<file path="src/rtl/cpu_0_div_pkg.sv">
// cpu_0_div_pkg: shared types and constants for the iterative divider cell.
package cpu_0_div_pkg;
  typedef enum logic [1:0] {IDLE, CALC, FIX} div_state_e;
  localparam int DIV_WIDTH = 32;
  localparam int CNT_W = 5;
  localparam logic [DIV_WIDTH-1:0] DIV0_QUOTIENT = 32'hFFFF_FFFF;
  function automatic logic [DIV_WIDTH-1:0] cond_neg(input logic n, input logic [DIV_WIDTH-1:0] v);
    return n ? -v : v;
  endfunction
endpackage

</file>
<file path="src/rtl/cpu_0_div_step.sv">
// cpu_0_div_step: one combinational radix-2 restoring division step.
module cpu_0_div_step #(
  parameter int W = 32
) (
  input  logic [W-1:0] rem_i,
  input  logic         bit_i,
  input  logic [W-1:0] dvs_i,
  output logic [W-1:0] rem_o,
  output logic         q_o
);
  logic [W:0] sh;
  assign sh = {rem_i, bit_i};
  // The shifted remainder needs W+1 bits; after a successful subtract it fits back in W.
  assign q_o = sh >= {1'b0, dvs_i};
  assign rem_o = q_o ? W'(sh - {1'b0, dvs_i}) : sh[W-1:0];
endmodule

</file>
<file path="src/rtl/cpu_0_div_cell.sv">
// cpu_0_div_cell: 32-cycle restoring signed/unsigned divider with kill and divide-by-zero fast path.
module cpu_0_div_cell
  import cpu_0_div_pkg::*;
#(
  parameter int WIDTH = DIV_WIDTH
) (
  input  logic             clk,
  input  logic             reset,
  input  logic             E_div_start,
  input  logic             E_ctrl_div_signed,
  input  logic [WIDTH-1:0] E_src1_div_cell,
  input  logic [WIDTH-1:0] E_src2_div_cell,
  input  logic             M_div_kill,
  output logic             div_busy,
  output logic             div_done,
  output logic [WIDTH-1:0] div_quotient,
  output logic [WIDTH-1:0] div_remainder
);
  div_state_e state_q, state_d;
  logic [CNT_W-1:0] cnt_q, cnt_d;
  logic [WIDTH-1:0] rem_q, rem_d, dvd_q, dvd_d, dvs_q, dvs_d, quo_q, quo_d, remo_q, remo_d;
  logic qneg_q, qneg_d, rneg_q, rneg_d, done_q, done_d;
  logic [WIDTH-1:0] step_rem;
  logic step_q;
  logic s1, s2;
  cpu_0_div_step #(.W(WIDTH)) u_step (
    .rem_i(rem_q),
    .bit_i(dvd_q[WIDTH-1]),
    .dvs_i(dvs_q),
    .rem_o(step_rem),
    .q_o  (step_q)
  );
  assign s1 = E_ctrl_div_signed & E_src1_div_cell[WIDTH-1];
  assign s2 = E_ctrl_div_signed & E_src2_div_cell[WIDTH-1];
  // dvd_q shifts dividend bits out the top while quotient bits enter at the bottom.
  always_comb begin
    state_d = state_q;
    cnt_d = cnt_q;
    rem_d = rem_q;
    dvd_d = dvd_q;
    dvs_d = dvs_q;
    qneg_d = qneg_q;
    rneg_d = rneg_q;
    quo_d = quo_q;
    remo_d = remo_q;
    done_d = 1'b0;
    if (M_div_kill) state_d = IDLE;
    else case (state_q)
      IDLE: if (E_div_start) begin
        cnt_d = '0;
        dvs_d = cond_neg(s2, E_src2_div_cell);
        if (E_src2_div_cell == '0) begin
          dvd_d = WIDTH'(DIV0_QUOTIENT);
          rem_d = E_src1_div_cell;
          qneg_d = 1'b0;
          rneg_d = 1'b0;
          state_d = FIX;
        end else begin
          dvd_d = cond_neg(s1, E_src1_div_cell);
          rem_d = '0;
          qneg_d = s1 ^ s2;
          rneg_d = s1;
          state_d = CALC;
        end
      end
      CALC: begin
        rem_d = step_rem;
        dvd_d = {dvd_q[WIDTH-2:0], step_q};
        cnt_d = cnt_q + 1'b1;
        state_d = cnt_q == CNT_W'(WIDTH-1) ? FIX : CALC;
      end
      FIX: begin
        quo_d = cond_neg(qneg_q, dvd_q);
        remo_d = cond_neg(rneg_q, rem_q);
        done_d = 1'b1;
        state_d = IDLE;
      end
      default: state_d = IDLE;
    endcase
  end
  always_ff @(posedge clk) begin
    if (reset) begin
      state_q <= IDLE;
      cnt_q <= '0;
      rem_q <= '0;
      dvd_q <= '0;
      dvs_q <= '0;
      qneg_q <= 1'b0;
      rneg_q <= 1'b0;
      quo_q <= '0;
      remo_q <= '0;
      done_q <= 1'b0;
    end else begin
      state_q <= state_d;
      cnt_q <= cnt_d;
      rem_q <= rem_d;
      dvd_q <= dvd_d;
      dvs_q <= dvs_d;
      qneg_q <= qneg_d;
      rneg_q <= rneg_d;
      quo_q <= quo_d;
      remo_q <= remo_d;
      done_q <= done_d;
    end
  end
  assign div_busy = state_q != IDLE;
  assign div_done = done_q;
  assign div_quotient = quo_q;
  assign div_remainder = remo_q;
endmodule

</file>
<file path="config.mk">
export PLATFORM = sky130hd
export DESIGN_NAME = cpu_0_div_cell
export DESIGN_NICKNAME = d
export VERILOG_FILES = /design/src/rtl/cpu_0_div_pkg.sv /design/src/rtl/cpu_0_div_step.sv /design/src/rtl/cpu_0_div_cell.sv
export SDC_FILE = /design/constraint.sdc
export NUM_CORES = 1
export LEC_CHECK = 0
export ABC_AREA = 0
export BUFFER_PORTS_ARGS = -buffer_cell sky130_fd_sc_hd__buf_4
export CAP_MARGIN = 25
export CORE_MARGIN = 3
export CORE_UTILIZATION = 60
export CTS_CLUSTER_SIZE = 10
export DETAILED_ROUTE_END_ITERATION = 10
export PLACE_DENSITY_LB_ADDON = 0.1
export SYNTH_ARGS = -nofsm -noshare
export SYNTH_HDL_FRONTEND = slang
export SYNTH_SLANG_ARGS = --single-unit
</file>
<file path="constraint.sdc">
create_clock -name clk -period 4.2 [get_ports clk]
set_input_delay 0.84 -clock clk [delete_from_list [all_inputs] [get_ports clk]]
set_output_delay 0.84 -clock clk [all_outputs]
set_load 0.02 [all_outputs]
</file>
# After elaboration in Yosys (flattened, before gate mapping)
# Index checks and enable logic that the tools add are counted.
# Widths: inputs -> output; s select.
totals:
  inputBits: 69
  ff_bits: 170
op_classes:
  muxes: 20
  n_reduce_logical: 8
  n_eq_ne: 4
  n_addsub: 6
  order_cmp: 1
  bitwise_logic: 4
ops:
  columns: ["op", "n"]
  rows:
  - ["$mux 32", 9]
  - ["$neg 32->32", 4]
  - ["$pmux 32 s2", 2]
  - ["$ge 33x32->1", 1]
  - ["$logic_not 32->1", 1]
  - ["$sub 32x32->32", 1]
  - ["$pmux 5 s2", 1]
  - ["$mux 2", 3]
  - ["$reduce_and 3->1", 2]
  - ["$add 5x1->5 const B", 1]
  - ["$eq 5x5->1 const B", 1]
  - ["$mux 5", 1]
  - ["$pmux 2 s2", 1]
  - ["$reduce_bool 2->1", 2]
  - ["$mux 1", 3]
  - ["$and 1x1->1", 2]
  - ["$eq 2x1->1 const B", 1]
  - ["$eq 2x2->1 const B", 1]
  - ["$logic_not 2->1", 1]
  - ["$ne 2x2->1 const B", 1]
  - ["$reduce_and 2->1", 1]
  - ["$reduce_or 2->1", 1]
  - ["$not 1->1", 1]
  - ["$xor 1x1->1", 1]

# Depth between registers and ports, before layout
# Gate-level depths: netlist of the first run.
logic_depth:
  word_depth: 5
  ltp_mapped: 14
  mapped_depth_nobuf: 13

# Modules after synthesis
# Synthesis of the first run repeated with hierarchy kept, for this count alone.
unflattened:
  cells_unflattened: 1525
  area_unflattened_um2: 11722.5
modules_own_cells:
  columns: ["module", "seq_area_each_um2", "area_per_inst_um2", "n_inst", "cells_each"]
  rows:
  - ["cpu_0_div_cell", 3403.3, 9391.5, 1, 1202]
  - ["cpu_0_div_step", 0.0, 2331.0, 1, 323]

# Least setup slack after synthesis of the first run
# No wires, ideal clock.
synth_timing:
  kind: "input port to flip-flop"
  startpoint: "input port E_src1_div_cell[7]"
  endpoint: "register dvd_q[30]"
  path_stages: 9
  arrival_time_ns: 3.062
  slack_ns: 1.073
  required_ns: 4.135
  path_cell_list: "or4_1 > nor4b_2 > nand3_1 > or4_1 > o21ai_0 > xor2_1 > a221oi_1 > a21oi_1 > nor2_1"
synth_via:
  elab_chain_cells: 5
synth_rtl:
  columns: ["element", "line", "source"]
  rows:
  - ["start: declaration", "cpu_0_div_cell.sv:11", "input logic [WIDTH-1:0] E_src1_div_cell,"]
  - ["$neg 32->32", "cpu_0_div_pkg.sv:8", "return n ? -v : v;"]
  - ["$mux 32", "cpu_0_div_pkg.sv:8", null]
  - ["$mux 32", "cpu_0_div_cell.sv:52", "if (E_src2_div_cell == '0) begin"]
  - ["$mux 32", "cpu_0_div_cell.sv:49", "IDLE: if (E_div_start) begin"]
  - ["$pmux 32 s2", "cpu_0_div_cell.sv:48", "else case (state_q)"]
  - ["end signal: assignment", "cpu_0_div_cell.sv:97", "dvd_q <= dvd_d;"]
  - ["end: declaration", "cpu_0_div_cell.sv:21", "logic [WIDTH-1:0] rem_q, rem_d, dvd_q, dvd_d, dvs_q, dvs_d, quo_q, quo_d, remo_q, remo_d;"]
# Every way passes these cells. The select of a mux whose other input is x is not followed.
# A chain may end at the register's enable or synchronous reset.

# Worst setup path after layout of the first run
layout_timing:
  startpoint: "register rem_q[7]"
  endpoint: "register rem_q[1]"
layout_via:
  elab_chain_cells: 3
layout_rtl:
  columns: ["element", "line", "source"]
  rows:
  - ["start: declaration", "cpu_0_div_cell.sv:21", null]
  - ["start signal: assignment", "cpu_0_div_cell.sv:96", "rem_q <= rem_d;"]
  - ["$ge 33x32->1", "cpu_0_div_step.sv:14", "assign q_o = sh >= {1'b0, dvs_i};"]
  - ["$mux 32", "cpu_0_div_step.sv:15", "assign rem_o = q_o ? W'(sh - {1'b0, dvs_i}) : sh[W-1:0];"]
  - ["$pmux 32 s2", "cpu_0_div_cell.sv:48", null]
# Every way passes these cells.

==> impl_metrics.csv, run 1 <==
group,metric,value,unit
place,place_congestion,0.9672,
clocking,cts_buffers,17,
sta,period_share,87.10,%
sta,fin_crit,3.658,ns
worst_setup_path,critPathMaxFanout,15,
global_route,track_usage,30.86,%
floorplanning,std_cell_rows,49,
routing,wire_per_inst,17.81,microns
synthesis,synth_cell_types,69,
clocking,h-tree-depth,4,
floorplanning,die_area,0.02030,sq mm
finish,final_core_util,71.50,%
worst_setup_path,critPathBufInv,0,
worst_setup_path,cp_slowest_cell,"a31oi_4",
global_route,use_met2,47.90,%
finish,final_layout_size_suffix_gt1_share,14.98,%
status,status,"complete, no violations",
job,max-cap-violations,0,
synthesis,synth_nets,1579,
global_route,first_global_vias,9889,
finish,finalNetCount,1670,
pwr,ir_drop,0.3203,mV
pwr,power_density,364.6,mW/mm^2
place,post-place-ws,0.4115,ns
finish,diodes,0,
synthesis,yosysSeqAreaShare,30.45,%
worst_setup_path,cp_top_family,"compound AO/OA/AOI/OAI gates",
finish,fin_area,0.01298,sq mm
synthesis,syn_area,0.01118,sq mm
global_route,grt_max_degree,76,
floorplanning,die_x,142.5,microns
finish,fin_cells,1804,
clocking,cts_tree,"built",
worst_setup_path,critPathCaptureType,"flip-flop",
place,dp_cells,1772,
global_route,grt_pass1_wl,50.95,mm
worst_setup_path,cp_cell_sequence,"ha_1 > nand3_1 > or2_2 > a21oi_1 > o311ai_0 > a21o_1 > a31oi_4 > mux2_2 > a221oi_1 > a211oi_1",
synthesis,ys_ff_latch,170,
pwr,leakage,5.033,nW
worst_setup_path,r2r_cells,10,
worst_hold_path,hold_end,"div_quotient[25]$_SDFFE_PP0P_",
worst_setup_path,start_kind,"flip-flop",
synthesis,async_flop_share,0,%
routing,routed_wl,32.13,mm
clocking,clockRootBuffer,"clkbuf_16",
finish,syn_to_final_growth,16.11,%
global_route,overflow,0,
clocking,cts_resized,0,
worst_hold_path,hold_class,"reg -> reg",
routing,firstDrtPassIters,5,
worst_hold_path,hold_depth,2,
clocking,cts_setup_buffers,0,
worst_setup_path,r2r-end,"rem_q[1]$_SDFFE_PP0P_",
worst_hold_path,min_from,"div_quotient[25]$_SDFFE_PP0P_",
sta,tns,0,ns
pwr,p_total,4.731,mW
floorplanning,initial_core_util,61.58,%
clocking,cts.reportedPaths.clkPinSlew,0.08,ns
sta,setup_ws,0.5420,ns
routing,drt-initial-drc-count,1042,
place,hpwl,23.91,mm
place,numPortBuffers,134,
synthesis,syn_inst,1471,
worst_setup_path,slowest_delay,0.49,ns
clocking,cts_sinks,170,
sta,slew_violations,0,
finish,mostFrequentLayoutCells,"199 x nor2_1, 170 x dfxtp_1, 164 x buf_4",
routing,vias,11170,
sta,relSlewSlack,29.48,%
sta,whs,0.4521,ns
floorplanning,coreArea,0.01815,sq mm
global_route,top_usage_layer,"met2",
sta,hold_viol_final,0,
floorplanning,die-height,142.5,microns
worst_setup_path,cp.required,4.48,ns
clocking,clock_latency,0.45,ns
floorplanning,ios,135,
routing,vias_per_cell,6.192,
worst_setup_path,worstSetupPathType,"reg -> reg",
synthesis,synth_edf_count,0,
synthesis,synth-main-ff-cell,"dfxtp_1",
routing,drc,0,
synthesis,syn_avg_cell_area,7.597,sq um
clocking,max-clock-path-buffers,2,
finish,nFillCells,1518,
sta,fmax,0.2734,GHz
routing,postRouteAntennaNets,0,
sta,rsz0062_at_grt,"false",
worst_setup_path,reg2reg_slack,0.54,ns
sta,finalClockSkew,0.01272,ns
worst_setup_path,r2r-start,"rem_q[7]$_SDFFE_PP0P_",
worst_setup_path,crit_arrival,3.94,ns
global_route,antenna_found_initial,0,
synthesis,yosys_warnings,0,
global_route,grt_use_met3,5.108,%
global_route,use_met1,43.54,%
clocking,cts_hold_buf,0,
sta,worst_slew_pin_slew,1.054,ns
finish,final_common_cell,"nor2_1",
sta,setup_viol,0,
place,place_area,0.01238,sq mm
-- cells in the mapped netlist (all sizes together) (38+ instances only) --
master | instances | area share, %
ha | 38 | 4.3
a211oi | 93 | 6.3
nor3 | 38 | 1.7
nand2 | 122 | 4.1
xnor2 | 75 | 5.9
clkbuf | 77 | 2.6
a221oi | 40 | 3.1
inv | 83 | 2.8
a21oi | 147 | 6.7
nor2 | 200 | 6.7
dfxtp | 170 | 30
xor2 | 64 | 5.0
o21ai | 53 | 2.4
-- flip-flops by register name, summed over array words and instances (netlist names) --
register / cells
qneg_q: 1
div_remainder: 32
div_quotient: 32
cnt_q: 5
div_done: 1
state_q: 2
dvs_q: 32
rem_q: 32
dvd_q: 32
rneg_q: 1
-- final cells by class --
cell class	instances	area, sq um	share of cell area [%]
clock buffers	17	425.4	3.278
clock inverters	15	175.2	1.350
inverters	83	311.5	2.401
multi-input cells	1125	7123	54.89
flip-flops and latches	170	3403	26.23
well taps	229	286.5	2.208
repair buffers	165	1251	9.642
-- where the power goes --
part	switching [mW]	internal [mW]	leakage (nW)
clock	0.763	0.854	0.294
sequential	0.0873	1.68	1.39
combinational	0.787	0.560	3.35
total	1.64	3.09	5.03
-- layer usage --
layer  part of all wire, %  routed length [microns]
met5                     0                        0
met1                    45                    14530
met3                   7.1                     2287
met4                   3.0                      959
met2                    45                    14350
-- how the worst max path moves through the flow --
stage | from | end | cells past startpoint
after global routing | rem_q[7]$_SDFFE_PP0P_ | rem_q[11]$_SDFFE_PP0P_ | 11
after detailed placement | E_src2_div_cell[14] | rem_q[25]$_SDFFE_PP0P_ | 11
after floorplan | E_src1_div_cell[7] | dvd_q[30]$_SDFFE_PP0P_ | 9
after CTS | rem_q[7]$_SDFFE_PP0P_ | rem_q[4]$_SDFFE_PP0P_ | 10
after global placement | E_src2_div_cell[14] | rem_q[20]$_SDFFE_PP0P_ | 11
final | rem_q[7]$_SDFFE_PP0P_ | rem_q[1]$_SDFFE_PP0P_ | 10
-- logic make-up (layout without fill, tap and decap cells) --
logic type	Yosys count	in the layout	synth area share, %
and+or+nand+nor	486	486	19.97
xor gates and xnor gates	139	139	10.89
buffers and inverters	176	280	6.102
muxes	16	16	1.534
adders and majority gates	39	39	4.434
AOI/OAI and AO/OA	445	445	26.61
DFF	170	170	30.45
-- tightest hold or removal path, delay by kind of cell (launching register included) --
kind	cells	cell delay (ns)
AO/OA/AOI/OAI	1	0.05
flip-flops	1	0.31
AND/OR/NAND/NOR	1	0.05
Power figures use the tool's default switching activity.
==> run 2, diff against run 1 <==
Settings changed: CORE_ASPECT_RATIO from default to 0.9, SETUP_SLACK_MARGIN from default to 0.05.
==> impl_metrics.csv, run 2 (same netlist as run 1, synthesis figures left out) <==
group,metric,value,unit
status,status,"complete, no violations",
routing,vias_per_cell,6.157,
worst_hold_path,min_from,"div_quotient[27]$_SDFFE_PP0P_",
floorplanning,die-height,135.5,microns
finish,final_common_cell,"nor2_1",
sta,worst_slew_pin_slew,0.9604,ns
global_route,grt_pass1_wl,52.52,mm
worst_setup_path,reg2reg_slack,0.61,ns
clocking,cts_resized,0,
clocking,h-tree-depth,4,
routing,drc,0,
sta,hold_viol_final,0,
floorplanning,initial_core_util,62.24,%
worst_hold_path,hold_class,"reg -> reg",
pwr,leakage,5.022,nW
finish,nFillCells,1524,
finish,diodes,0,
finish,finalNetCount,1663,
worst_setup_path,cp_slowest_cell,"dfxtp_1",
worst_setup_path,cp_cell_sequence,"ha_1 > nand2_1 > nor2_1 > or3_1 > o311ai_0 > a21o_1 > a31oi_4 > buf_12 > mux2_2 > a221oi_1 > nor3_1",
sta,setup_viol,0,
worst_setup_path,critPathBufInv,1,
routing,wire_per_inst,18.00,microns
clocking,clock_latency,0.44,ns
job,max-cap-violations,0,
sta,relSlewSlack,35.97,%
place,numPortBuffers,134,
finish,multi_input_area,0.007123,sq mm
place,place_area,0.01233,sq mm
place,place_congestion,0.9338,
finish,syn_to_final_growth,16.45,%
sta,whs,0.4526,ns
clocking,cts_hold_buf,0,
worst_setup_path,cp.required,4.51,ns
global_route,first_global_vias,10210,
sta,fmax,0.2788,GHz
sta,fin_crit,3.587,ns
floorplanning,coreArea,0.01796,sq mm
clocking,cts_buffers,17,
clocking,clockRootBuffer,"clkbuf_16",
floorplanning,die_area,0.02030,sq mm
worst_setup_path,worstSetupPathType,"reg -> reg",
worst_setup_path,crit_path_start,"rem_q[14]$_SDFFE_PP0P_",
sta,rsz0062_at_grt,"false",
worst_setup_path,r2r-start,"rem_q[14]$_SDFFE_PP0P_",
pwr,ir_drop,0.3167,mV
finish,final_core_util,72.47,%
routing,routed_wl,32.53,mm
global_route,overflow,0,
finish,fin_area,0.01301,sq mm
routing,vias,11130,
worst_setup_path,crit_arrival,3.89,ns
sta,finalClockSkew,0.008252,ns
finish,regArea,0.003403,sq mm
routing,postRouteAntennaNets,0,
finish,final_layout_size_suffix_gt1_share,14.49,%
clocking,cts_sinks,170,
floorplanning,die_x,149.9,microns
worst_setup_path,cp_top_family,"compound AO/OA/AOI/OAI gates",
floorplanning,std_cell_rows,46,
global_route,grt_max_degree,105,
clocking,cts_setup_buffers,0,
worst_setup_path,critPathCaptureType,"flip-flop",
clocking,cts.reportedPaths.clkPinSlew,0.07,ns
clocking,cts_tree,"built",
place,hpwl,23.86,mm
sta,tns,0,ns
sta,period_share,85.41,%
worst_setup_path,start_kind,"flip-flop",
floorplanning,ios,135,
global_route,track_usage,31.82,%
worst_setup_path,slowest_delay,0.59,ns
clocking,max-clock-path-buffers,2,
global_route,antenna_found_initial,0,
worst_setup_path,critPathMaxFanout,31,
routing,firstDrtPassIters,7,
routing,drt-initial-drc-count,1080,
sta,slew_violations,0,
finish,mostFrequentLayoutCells,"199 x nor2_1, 170 x dfxtp_1, 154 x buf_4",
pwr,power_density,372.4,mW/mm^2
## run 2: final timing paths
kind / endpoint / cells past startpoint
setup / recovery: rem_q[10]$_SDFFE_PP0P_ / 11
hold / removal: div_quotient[27]$_SDFFE_PP0P_ / 2
setup reg to reg: rem_q[10]$_SDFFE_PP0P_ / 11
hold reg to reg: div_quotient[27]$_SDFFE_PP0P_ / 2
## run 2: worst reg2reg max path: cells and delay by family (launching register included)
kind	cells	cell delay, ns
buffers and inverters	1	0.19
adders and majority gates	1	0.40
muxes	1	0.31
DFF	1	0.59
and+or+nand+nor	4	0.70
AOI/OAI and AO/OA	4	1.28
## run 2: cell type report
type | instances | share of cell area (%)
clock buffers | 18 | 3.298
inverters | 83 | 2.394
repair buffers | 158 | 9.518
multi-input cells | 1125 | 54.74
well taps | 240 | 2.307
clock inverters | 13 | 1.596
flip-flops and latches | 170 | 26.15
## run 2: where the power goes
group          total (mW)  internal, mW  switching [mW]
Clock                1.74          1.01           0.725
Sequential           1.77          1.68          0.0906
Combinational        1.34         0.553           0.787
## run 2: through the flow
step                      cells  setup slack (ns)  power (mW)
final                      1807            0.6127       4.847
after global placement     1774            0.5838       3.093
after floorplan            1471             1.073       2.740
after global routing       1807            0.4556       5.049
after detailed placement   1774            0.5072       3.108
after CTS                  1805            0.7080       4.824
## run 2: routing by layer
metal  GRT usage (%)  vias up  share of wire, %
met5               0        -                 0
met4           8.283        0               2.0
met3           7.260       58               8.9
met2           49.71      499                45
met1           44.55     5118                44
li1                -     5450                 -
==> run 3, diff against run 2 <==
Settings changed: GPL_TIMING_DRIVEN from default to 0.
==> impl_metrics.csv, run 3 (same netlist as run 1, synthesis figures left out) <==
group,metric,value,unit
status,status,"complete, no violations",
pwr,clkPwrFrac,35.6,%
sta,relSlewSlack,40.38,%
routing,postRouteAntennaNets,0,
finish,fin_cells,1876,
floorplanning,die_area,0.02030,sq mm
clocking,clockRootBuffer,"clkbuf_16",
floorplanning,die-height,135.5,microns
routing,drt-initial-drc-count,1416,
clocking,max-clock-path-buffers,2,
pwr,power_density,372.4,mW/mm^2
routing,vias,11910,
clocking,cts_tree,"built",
worst_setup_path,critPathCaptureType,"flip-flop",
sta,rsz0062_at_grt,"false",
pwr,net-switching-power,1.648,mW
global_route,antenna_found_initial,0,
sta,worst_slew_pin_slew,0.8904,ns
sta,hold_viol_final,0,
job,max-cap-violations,0,
finish,syn_to_final_growth,17.36,%
sta,period_share,90.33,%
pwr,ir_drop,0.3172,mV
pwr,combPwrFrac,28.0,%
floorplanning,coreArea,0.01796,sq mm
place,hpwl,27.93,mm
routing,firstDrtPassIters,6,
global_route,grt_max_degree,17,
finish,final_common_cell,"nor2_1",
floorplanning,std_cell_rows,46,
place,numPortBuffers,133,
floorplanning,initial_core_util,62.24,%
pwr,seqPwrFrac,36.4,%
routing,vias_per_cell,6.351,
global_route,overflow,0,
finish,finalNetCount,1731,
global_route,grt_pass1_wl,56.50,mm
worst_setup_path,critPathMaxFanout,10,
routing,wire_per_inst,19.44,microns
finish,diodes,0,
worst_setup_path,cp.required,4.51,ns
sta,slew_violations,0,
routing,drc,0,
pwr,p_int,3.236,mW
worst_hold_path,hold_class,"reg -> reg",
pwr,sw_frac_of_total,33.74,%
floorplanning,die_x,149.9,microns
worst_setup_path,crit_arrival,4.10,ns
place,place_congestion,1.010,
pwr,leakage,5.023,nW
worst_setup_path,worstSetupPathType,"reg -> reg",
sta,whs,0.4523,ns
global_route,first_global_vias,10810,
clocking,h-tree-depth,4,
clocking,cts_setup_buffers,0,
sta,fmax,0.2636,GHz
finish,final_core_util,73.04,%
clocking,cts.reportedPaths.clkPinSlew,0.07,ns
sta,setup_viol,0,
clocking,clock_latency,0.45,ns
sta,finalClockSkew,0.01230,ns
sta,tns,0,ns
place,dp_cells,1844,
finish,mostFrequentLayoutCells,"200 x nor2_1, 170 x dfxtp_1, 145 x a21oi_1",
clocking,cts_sinks,170,
clocking,cts_buffers,17,
routing,routed_wl,36.46,mm
floorplanning,ios,135,
sta,fin_crit,3.794,ns
worst_setup_path,start_kind,"flip-flop",
global_route,track_usage,35.05,%
finish,final_layout_size_suffix_gt1_share,12.84,%
==> run 3: final timing paths <==
| path | depth (start not counted) | startpoint | slack [ns] | endpoint |
|---|---|---|---|---|
| max | 11 | rem_q[8]$_SDFFE_PP0P_ | 0.41 | rem_q[24]$_SDFFE_PP0P_ |
| min | 2 | div_quotient[26]$_SDFFE_PP0P_ | 0.45 | div_quotient[26]$_SDFFE_PP0P_ |
| min reg2reg | 2 | div_quotient[26]$_SDFFE_PP0P_ | 0.45 | div_quotient[26]$_SDFFE_PP0P_ |
| max reg2reg | 11 | rem_q[8]$_SDFFE_PP0P_ | 0.41 | rem_q[24]$_SDFFE_PP0P_ |
==> run 3: layout make-up <==
class	count	area, sq um
clock inverter	14	207.7
inverter	83	311.5
buffer	93	370.4
clock buffer	18	429.2
timing repair buffer	133	998.5
sequential	170	3403
tap	240	300.3
fill	1507	4841
multi-input combinational	1125	7096
==> run 3: critical path: stages, from the launching register on <==
cell and delay, ns:
dfxtp_1 0.43, ha_1 0.42, nand3_1 0.12, or2_2 0.33
a21oi_1 0.31, o311ai_0 0.29, a21o_1 0.27, a31oi_2 0.43
buf_2 0.35, mux2_2 0.37, a221oi_1 0.26, nor3_1 0.07
==> run 3: metal layers <==
| layer | GRT usage (%) | vias up | routed length, microns | part of all wire (%) |
|---|---|---|---|---|
| met5 | 0 | - | 0 | 0 |
| met3 | 9.033 | 115 | 4304 | 12 |
| met1 | 48.77 | 5519 | 15420 | 42 |
| met2 | 52.11 | 707 | 15370 | 42 |
| met4 | 13.67 | 0 | 1371 | 3.8 |
| li1 | - | 5573 | - | - |
==> run 3: per-stage QoR <==
stage          worst slack, ns  instance area (sq um)  power, mW
2_1_floorplan            1.073                  11180      2.740
4_1_cts                 0.3831                  13110      4.827
5_1_grt                 0.2195                  13120      5.072
6_report                0.4063                  13120      4.885
3_3_place_gp            0.2557                  12470      3.094
3_5_place_dp            0.1807                  12470      3.119
==> run 3: power by group through the flow <==
stage               registers (mW)  logic [mW]  clock network [mW]
CTS                           1.77        1.33                1.73
global placement              1.80        1.29                   0
finish                        1.78        1.37                1.74
global route                  1.78        1.49                1.80
detailed placement            1.81        1.31                   0
floorplan                     1.77       0.969                   0
==> run 3: what timing repair did <==
| action | in CTS | in global routing |
|---|---|---|
| resized for setup | 0 | 1 |
| hold buffers | 0 | 0 |
| endpoints found under the hold margin | 0 | 0 |
| setup endpoints to repair | 0 | 2 |
